`config.mk`:
```
export PLATFORM = sky130hd
export DESIGN_NAME = run_controller
export DESIGN_NICKNAME = d
export VERILOG_FILES = /design/src/rtl/run_controller.sv
export SDC_FILE = /design/constraint.sdc
export NUM_CORES = 1
export LEC_CHECK = 0
export ABC_AREA = 1
export CAP_MARGIN = 20
export CORE_UTILIZATION = 60
export CTS_CLUSTER_DIAMETER = 150
export DETAILED_ROUTE_END_ITERATION = 7
export HOLD_SLACK_MARGIN = 0.03
export PLACE_DENSITY = 0.89
export SLEW_MARGIN = 15
export SYNTH_ARGS = -nofsm -noshare
export SYNTH_HDL_FRONTEND = slang
export SYNTH_SLANG_ARGS = --single-unit
```
`constraint.sdc`:
```
create_clock -name clk_in -period 3.9 [get_ports clk_in]
set_input_delay 0.39 -clock clk_in [delete_from_list [all_inputs] [get_ports clk_in]]
set_output_delay 0.39 -clock clk_in [all_outputs]
set_load 0.01 [all_outputs]
```
`src/rtl/run_controller.sv`:
```
// Front-panel run/stop/single-step sequencer for the SSEM clock generator.
// Debounces the panel switches, runs the mode FSM and counts CPU clocks.
//
// Ports (all in the clk_in domain):
//   clk_in, reset        system clock, synchronous active-high reset
//   sw_run               raw RUN switch (1=run)
//   sw_step_mode         raw mode switch (1=single-step mode)
//   btn_step             raw momentary STEP button (1=pressed)
//   cpu_halt             CPU executed STP (level)
//   cpu_clk              clock generator clk_out, sampled as data
//   clear_count          synchronous clear of step_count
//   stop                 to clock generator stop
//   single_step          to clock generator single_step
//   single_stepping      to clock generator single_stepping
//   running              status: RUN, STEP_ARMED or STEP_PULSE
//   halted               status: HALTED
//   step_count           saturating count of cpu_clk rising edges
module run_controller #(
    parameter int unsigned DEBOUNCE_CYCLES   = 50000,
    parameter int unsigned STEP_PULSE_CYCLES = 2,
    parameter int unsigned COUNT_WIDTH       = 16
) (
    input  logic                   clk_in,
    input  logic                   reset,
    input  logic                   sw_run,
    input  logic                   sw_step_mode,
    input  logic                   btn_step,
    input  logic                   cpu_halt,
    input  logic                   cpu_clk,
    input  logic                   clear_count,
    output logic                   stop,
    output logic                   single_step,
    output logic                   single_stepping,
    output logic                   running,
    output logic                   halted,
    output logic [COUNT_WIDTH-1:0] step_count
);

    localparam int unsigned DW =
        (DEBOUNCE_CYCLES > 1) ? $clog2(DEBOUNCE_CYCLES) : 1;
    localparam logic [DW-1:0] DB_LAST = DW'(DEBOUNCE_CYCLES - 1);

    localparam int unsigned PW =
        (STEP_PULSE_CYCLES > 1) ? $clog2(STEP_PULSE_CYCLES) : 1;
    localparam logic [PW-1:0] PULSE_LAST = PW'(STEP_PULSE_CYCLES - 1);

    localparam logic [COUNT_WIDTH-1:0] COUNT_MAX = '1;

    typedef enum logic [2:0] {
        S_IDLE,
        S_RUN,
        S_STEP_ARMED,
        S_STEP_PULSE,
        S_HALTED
    } state_e;

    // ---------------- debounce ----------------
    // Bit 0 = sw_run, bit 1 = sw_step_mode, bit 2 = btn_step.
    logic [2:0]    raw;
    logic [2:0]    sync1_q;
    logic [2:0]    sync2_q;
    logic [2:0]    db_q;
    logic [DW-1:0] db_cnt_q [3];
    logic          btn_prev_q;

    assign raw = {btn_step, sw_step_mode, sw_run};

    always_ff @(posedge clk_in) begin
        if (reset) begin
            sync1_q    <= '0;
            sync2_q    <= '0;
            db_q       <= '0;
            btn_prev_q <= 1'b0;
            for (int i = 0; i < 3; i++) begin
                db_cnt_q[i] <= '0;
            end
        end else begin
            sync1_q    <= raw;
            sync2_q    <= sync1_q;
            btn_prev_q <= db_q[2];
            // A sample equal to the accepted value restarts the count,
            // so only an unbroken run of differing samples is accepted.
            for (int i = 0; i < 3; i++) begin
                if (sync2_q[i] == db_q[i]) begin
                    db_cnt_q[i] <= '0;
                end else if (db_cnt_q[i] == DB_LAST) begin
                    db_q[i]     <= sync2_q[i];
                    db_cnt_q[i] <= '0;
                end else begin
                    db_cnt_q[i] <= db_cnt_q[i] + DW'(1);
                end
            end
        end
    end

    logic run_db;
    logic mode_db;
    logic step_req;

    assign run_db   = db_q[0];
    assign mode_db  = db_q[1];
    assign step_req = db_q[2] & ~btn_prev_q;

    // ---------------- mode FSM ----------------
    state_e        state_q;
    state_e        state_d;
    logic [PW-1:0] pulse_cnt_q;
    logic          pulse_done;

    assign pulse_done = (pulse_cnt_q == PULSE_LAST);

    always_comb begin
        state_d = state_q;
        unique case (state_q)
            S_IDLE: begin
                if (mode_db)     state_d = S_STEP_ARMED;
                else if (run_db) state_d = S_RUN;
            end
            S_RUN: begin
                if (cpu_halt)     state_d = S_HALTED;
                else if (mode_db) state_d = S_STEP_ARMED;
                else if (!run_db) state_d = S_IDLE;
            end
            S_STEP_ARMED: begin
                // Leaving step mode beats a same-cycle step request.
                if (cpu_halt)       state_d = S_HALTED;
                else if (!mode_db)  state_d = S_IDLE;
                else if (step_req)  state_d = S_STEP_PULSE;
            end
            S_STEP_PULSE: begin
                if (cpu_halt)        state_d = S_HALTED;
                else if (pulse_done) state_d = S_STEP_ARMED;
            end
            S_HALTED: begin
                if (!run_db && !mode_db) state_d = S_IDLE;
            end
            default: state_d = S_IDLE;
        endcase
    end

    // Outputs are decoded from the next state and registered, so they
    // always match the Moore decode of state_q without a comb path.
    always_ff @(posedge clk_in) begin
        if (reset) begin
            state_q         <= S_IDLE;
            pulse_cnt_q     <= '0;
            stop            <= 1'b1;
            single_step     <= 1'b0;
            single_stepping <= 1'b0;
            running         <= 1'b0;
            halted          <= 1'b0;
        end else begin
            state_q <= state_d;
            if (state_q == S_STEP_PULSE && state_d == S_STEP_PULSE) begin
                pulse_cnt_q <= pulse_cnt_q + PW'(1);
            end else begin
                pulse_cnt_q <= '0;
            end
            stop            <= 1'b0;
            single_step     <= 1'b0;
            single_stepping <= 1'b0;
            running         <= 1'b0;
            halted          <= 1'b0;
            unique case (state_d)
                S_RUN: begin
                    running <= 1'b1;
                end
                S_STEP_ARMED: begin
                    single_stepping <= 1'b1;
                    running         <= 1'b1;
                end
                S_STEP_PULSE: begin
                    single_step     <= 1'b1;
                    single_stepping <= 1'b1;
                    running         <= 1'b1;
                end
                S_HALTED: begin
                    stop   <= 1'b1;
                    halted <= 1'b1;
                end
                default: begin
                    stop <= 1'b1;
                end
            endcase
        end
    end

    // ---------------- cycle counter ----------------
    logic cpu_clk_d_q;
    logic cpu_edge;

    assign cpu_edge = cpu_clk & ~cpu_clk_d_q;

    always_ff @(posedge clk_in) begin
        if (reset) begin
            cpu_clk_d_q <= 1'b0;
            step_count  <= '0;
        end else begin
            cpu_clk_d_q <= cpu_clk;
            if (clear_count) begin
                step_count <= '0;
            end else if (cpu_edge && step_count != COUNT_MAX) begin
                step_count <= step_count + COUNT_WIDTH'(1);
            end
        end
    end

endmodule

```
Word level (Yosys, flattened, before mapping)

Memories as Yosys holds them, arrays and structs flattened.
Index checks and enable logic that the tools add are counted.

Register bits: 36
Memory bits (writable): 48
Input bits: 8
Memories: 1

Add/subtract/negate cells: 5
Equality and inequality tests: 15
Multiplexer cells: 61
Bitwise logic cells: 17
Reduce and logical (&&, ||, !) cells: 13

Memory list:

| memory   | depth | width | read ports | clocked after memory_dff | write ports | RTL line | text |
|---|---|---|---|---|---|---|---|
| db_cnt_q | 3     | 16    | 3          | 0                        | 3           | 63       | `logic [DW-1:0] db_cnt_q [3];` |

Operators by type and width:

| operator                | count |
|---|---|
| $mux W16                | 9 |
| $add A16 B1 Y16 const B | 4 |
| $eq A16 B16 Y1 const B  | 3 |
| $mux W1                 | 40 |
| $mux W3                 | 11 |
| $ne A16 B16 Y1 const B  | 1 |
| $pmux W3 S5             | 1 |
| $eq A3 B2 Y1 const B    | 4 |
| $or A1 B1 Y1            | 9 |
| $eq A3 B1 Y1 const B    | 2 |
| $eq A3 B3 Y1 const B    | 2 |
| $not A1 Y1              | 6 |
| $reduce_and A2 Y1       | 3 |
| $reduce_or A2 Y1        | 3 |
| $eq A1 B1 Y1            | 3 |
| $logic_and A1 B1 Y1     | 3 |
| $logic_not A3 Y1        | 1 |
| $reduce_or A3 Y1        | 1 |
| $and A1 B1 Y1           | 2 |
| $logic_not A1 Y1        | 2 |
| $add A1 B1 Y1 const B   | 1 |

Depth between registers and ports, before layout

Word-level depth: 10
Gate-level depth with buffers: 9
Depth with buffers taken out: 9

Worst setup path before layout

Ideal clock, no wire load.

Path type: register -> register
Start point: reg step_count[0]
End point: reg step_count[5]
Arrival: 1554 ps
Data required time: 3757 ps
Slack: 2203 ps
Cell stages (with the launch flop): 10
Buffers on the path: 1
Path through: dfxtp_1 -> ha_1 -> nand3_2 -> inv_2 -> nand2_2 -> o21ai_4 -> inv_2 -> buf_6 -> nand2_1 -> a21oi_2

Word-level cells in the longest chain between the ends: 2
Elaborated cells on any way between the ends: 3
Those cells by class: 1 x add/sub; 1 x eq/ne; 1 x reduce/logical

RTL lines:

| item                                                    | RTL line | text |
|---|---|---|
| start: declaration                                      | 36       | `output logic [COUNT_WIDTH-1:0] step_count` |
| start signal: assignment                                | 203      | `step_count <= step_count + COUNT_WIDTH'(1);` |
| branches (longest 2 deep; another with $add A16 B1 Y16) | n/a      |  |

Parallel ways; which one is timed is not known.
A chain may end at the register's enable or synchronous reset.

Final worst setup path

Start point: reg step_count[0]
End point: reg step_count[15]

The elaborated chain is that of the path after synthesis.

==> flow_summary.json <==
{
  "gp_congestion": 0.909,
  "min_path_type": "reg -> reg",
  "use_met3_pct": 6.28,
  "post_cts_buffers": 0,
  "clk_pin_slew_ps": 80,
  "cp-end-kind": "flip-flop",
  "grtUsageMet1_pct": 29.6,
  "antenna_found_initial": 0,
  "setup_viol": 0,
  "numPortBuffers": 28,
  "yosys-top-cells-area": "edfxtp_1 32%, dfxtp_1 16%, nand2_1 11%",
  "period_share_pct": 52.7,
  "area_growth_pct": 16.0,
  "ant_nets": 0,
  "setup_tns_ps": 0,
  "syn_area_per_cell_um2": 7.79,
  "crit_required_ps": 4130,
  "rrSetupSlack_ps": 1840,
  "syn-cell-area_um2": 4530,
  "tritoncts": "built",
  "finalHoldViolations": 0,
  "peakVddDrop_mv": 0.294,
  "grt_max_degree": 20,
  "die_x_um": 88.9,
  "hold_depth": 2,
  "min_from": "sync1_q[0]$_SDFF_PP0_",
  "holdWs_ps": 405,
  "power.leakage_uw": 0.00197,
  "fmax_mhz": 486,
  "seq_power_share_pct": 56.5,
  "hold_end": "sync2_q[0]$_SDFF_PP0_",
  "r2r-end": "step_count[15]$_SDFFE_PP0P_",
  "postPlaceCellArea_um2": 5040,
  "power_switching_uw": 393,
  "drive_gt1_share_pct": 7.38,
  "wirelength_um": 9120,
  "p_int_uw": 1350,
  "layoutNonFillerInstCount": 763,
  "dr.pass1.iters": 5,
  "layout_common_cells": "137 x nand2_1, 84 x nor2_1, 70 x inv_1",
  "synth_area_leader_cell": "edfxtp_1",
  "start_util_pct": 62.2,
  "via_per_inst": 5.24,
  "met2_usage_pct": 44.0,
  "worstSetupPathType": "reg -> reg",
  "io_pins": 29,
  "drt_iter0_drc": 194,
  "grt_setup_unrepaired": "no",
  "start_kind": "flip-flop",
  "reg2reg_from": "step_count[0]$_SDFFE_PP0P_",
  "vias": 3997,
  "nets": 671,
  "final_util_pct": 72.1,
  "clock_skew_ps": 4.89,
  "finalInstanceArea_um2": 5260,
  "drc": 0,
  "clk_latency_ps": 360,
  "sw_frac_of_total_pct": 22.6,
  "cts_resized": 0,
  "dp_cells": 747,
  "yosysTopAreaCellShare_pct": 31.8,
  "ys_ff_latch": 84,
  "p_clk_share_pct": 38.6,
  "core_um2": 7290,
  "seq_area_frac_synth_pct": 47.7,
  "grt_usage_pct": 25.0,
  "ys.warnings.count": 0,
  "period_needed_ps": 2060,
  "grt_pass1_wl_um": 15300,
  "reg2reg_depth": 8,
  "routedWlPerCell_um": 12.0,
  "tightest_slew_ps": 673,
  "multi_input_area_um2": 2210,
  "busiest_layer": "met2",
  "final-seq-area_um2": 2160,
  "pwr-share-comb_pct": 4.9,
  "detailedPlacementHpwl_um": 6780,
  "arrival_ps": 2280,
  "power_density_nw_per_um2": 331,
  "antenna_cells": 0,
  "core.rowCount": 31,
  "die_area_um2": 7910,
  "synth.distinct_cells": 36,
  "nFillCells": 587,
  "cap_violations": 0,
  "startpoint": "step_count[0]$_SDFFE_PP0P_",
  "grt_pass1_vias": 3661,
  "crit_fanout": 16,
  "final_common_cell": "nand2_1",
  "cts_sinks": 84,
  "relSlewSlack_pct": 55.2,
  "fp.dieH_um": 88.9,
  "cts-root-buf": "clkbuf_8",
  "clock_path_buffers": 2,
  "syn_inst": 582,
  "numCtsBuffers": 9,
  "htreeDepth": 3,
  "hold_buffers": 0,
  "final-max-slew-violation-count": 0,
  "grt_overflow_total": 0,
  "status": "completed"
}
[cell type report]
type / instances / area share, %
Clock buffer: 10 / 2.43
Multi-Input combinational cell: 464 / 42.0
Clock inverter: 6 / 1.69
Tap cell: 99 / 2.35
Inverter: 72 / 5.14
Sequential cell: 84 / 41.1
Timing Repair Buffer: 28 / 5.33
[sequential cells by signal, indices dropped and copies added, names as in the netlist, 3 cells and up]
name,flops
sync1_q,3
step_count,16
sync2_q,3
db_cnt_q,48
state_q,3
db_q,3
[logic make-up after synthesis]
group | count (synthesis) | share of synthesized area [%]
other cells | 1 | 0.0827
compound gates | 67 | 8.78
xor+xnor | 13 | 2.51
fa+ha+maj | 4 | 1.10
simple gates | 332 | 32.3
buf+inv | 81 | 7.51
flops | 84 | 47.7
[worst max path at each step]
stage	to	slack, ps	cells past startpoint
after floorplan	step_count[5]$_SDFFE_PP0P_	2200	9
after global placement	db_cnt_q[1][2]$_SDFFCE_PN0P_	1610	6
after detailed placement	db_cnt_q[1][5]$_SDFFCE_PN0P_	1520	6
after CTS	step_count[15]$_SDFFE_PP0P_	1840	8
after global routing	step_count[2]$_SDFFE_PP0P_	1660	8
final	step_count[15]$_SDFFE_PP0P_	1840	8
[power by group through the flow]
stage | Combinational [uW] | Clock, uW | Sequential, uW
global placement | 79.2 | 0 | 1000
CTS | 83.1 | 684 | 983
global route | 97.4 | 716 | 987
finish | 84.6 | 672 | 983
detailed placement | 82.3 | 0 | 1000
floorplan | 65.0 | 0 | 997
[Yosys cell counts, drive strengths merged]
cell type  instances
nor2              90
or2                9
buf                8
o221ai             1
edfxtp            48
o22ai              2
nand2            141
nor3              29
nand3b             1
a21oi             50
ha                 4
inv               72
xnor2              5
xor2               8
o21ai             14
nor4               1
clkbuf             1
nand4             24
conb               1
dfxtp             36
nand3             36
nor3b              1
[stage by stage]
stage	power [uW]	setup WS, ps
CTS	1750	1840
floorplan	1060	2200
global placement	1080	1610
finish	1740	1840
detailed placement	1090	1520
global route	1800	1660
[layer usage]
metal | vias to the layer above | wire (um)
met3 | 15 | 481
met5 | - | 0
met4 | 0 | 140
met1 | 1821 | 3890
met2 | 119 | 4610
li1 | 2042 | -
[worst max-delay path: stages (launching register included)]
cell	delay, ps
dfxtp_1	470
ha_1	330
nand3_2	130
inv_2	120
nand2_2	70
o21ai_4	390
inv_2	230
nand2_1	130
a21oi_2	50
Power figures use the tool's default switching activity.
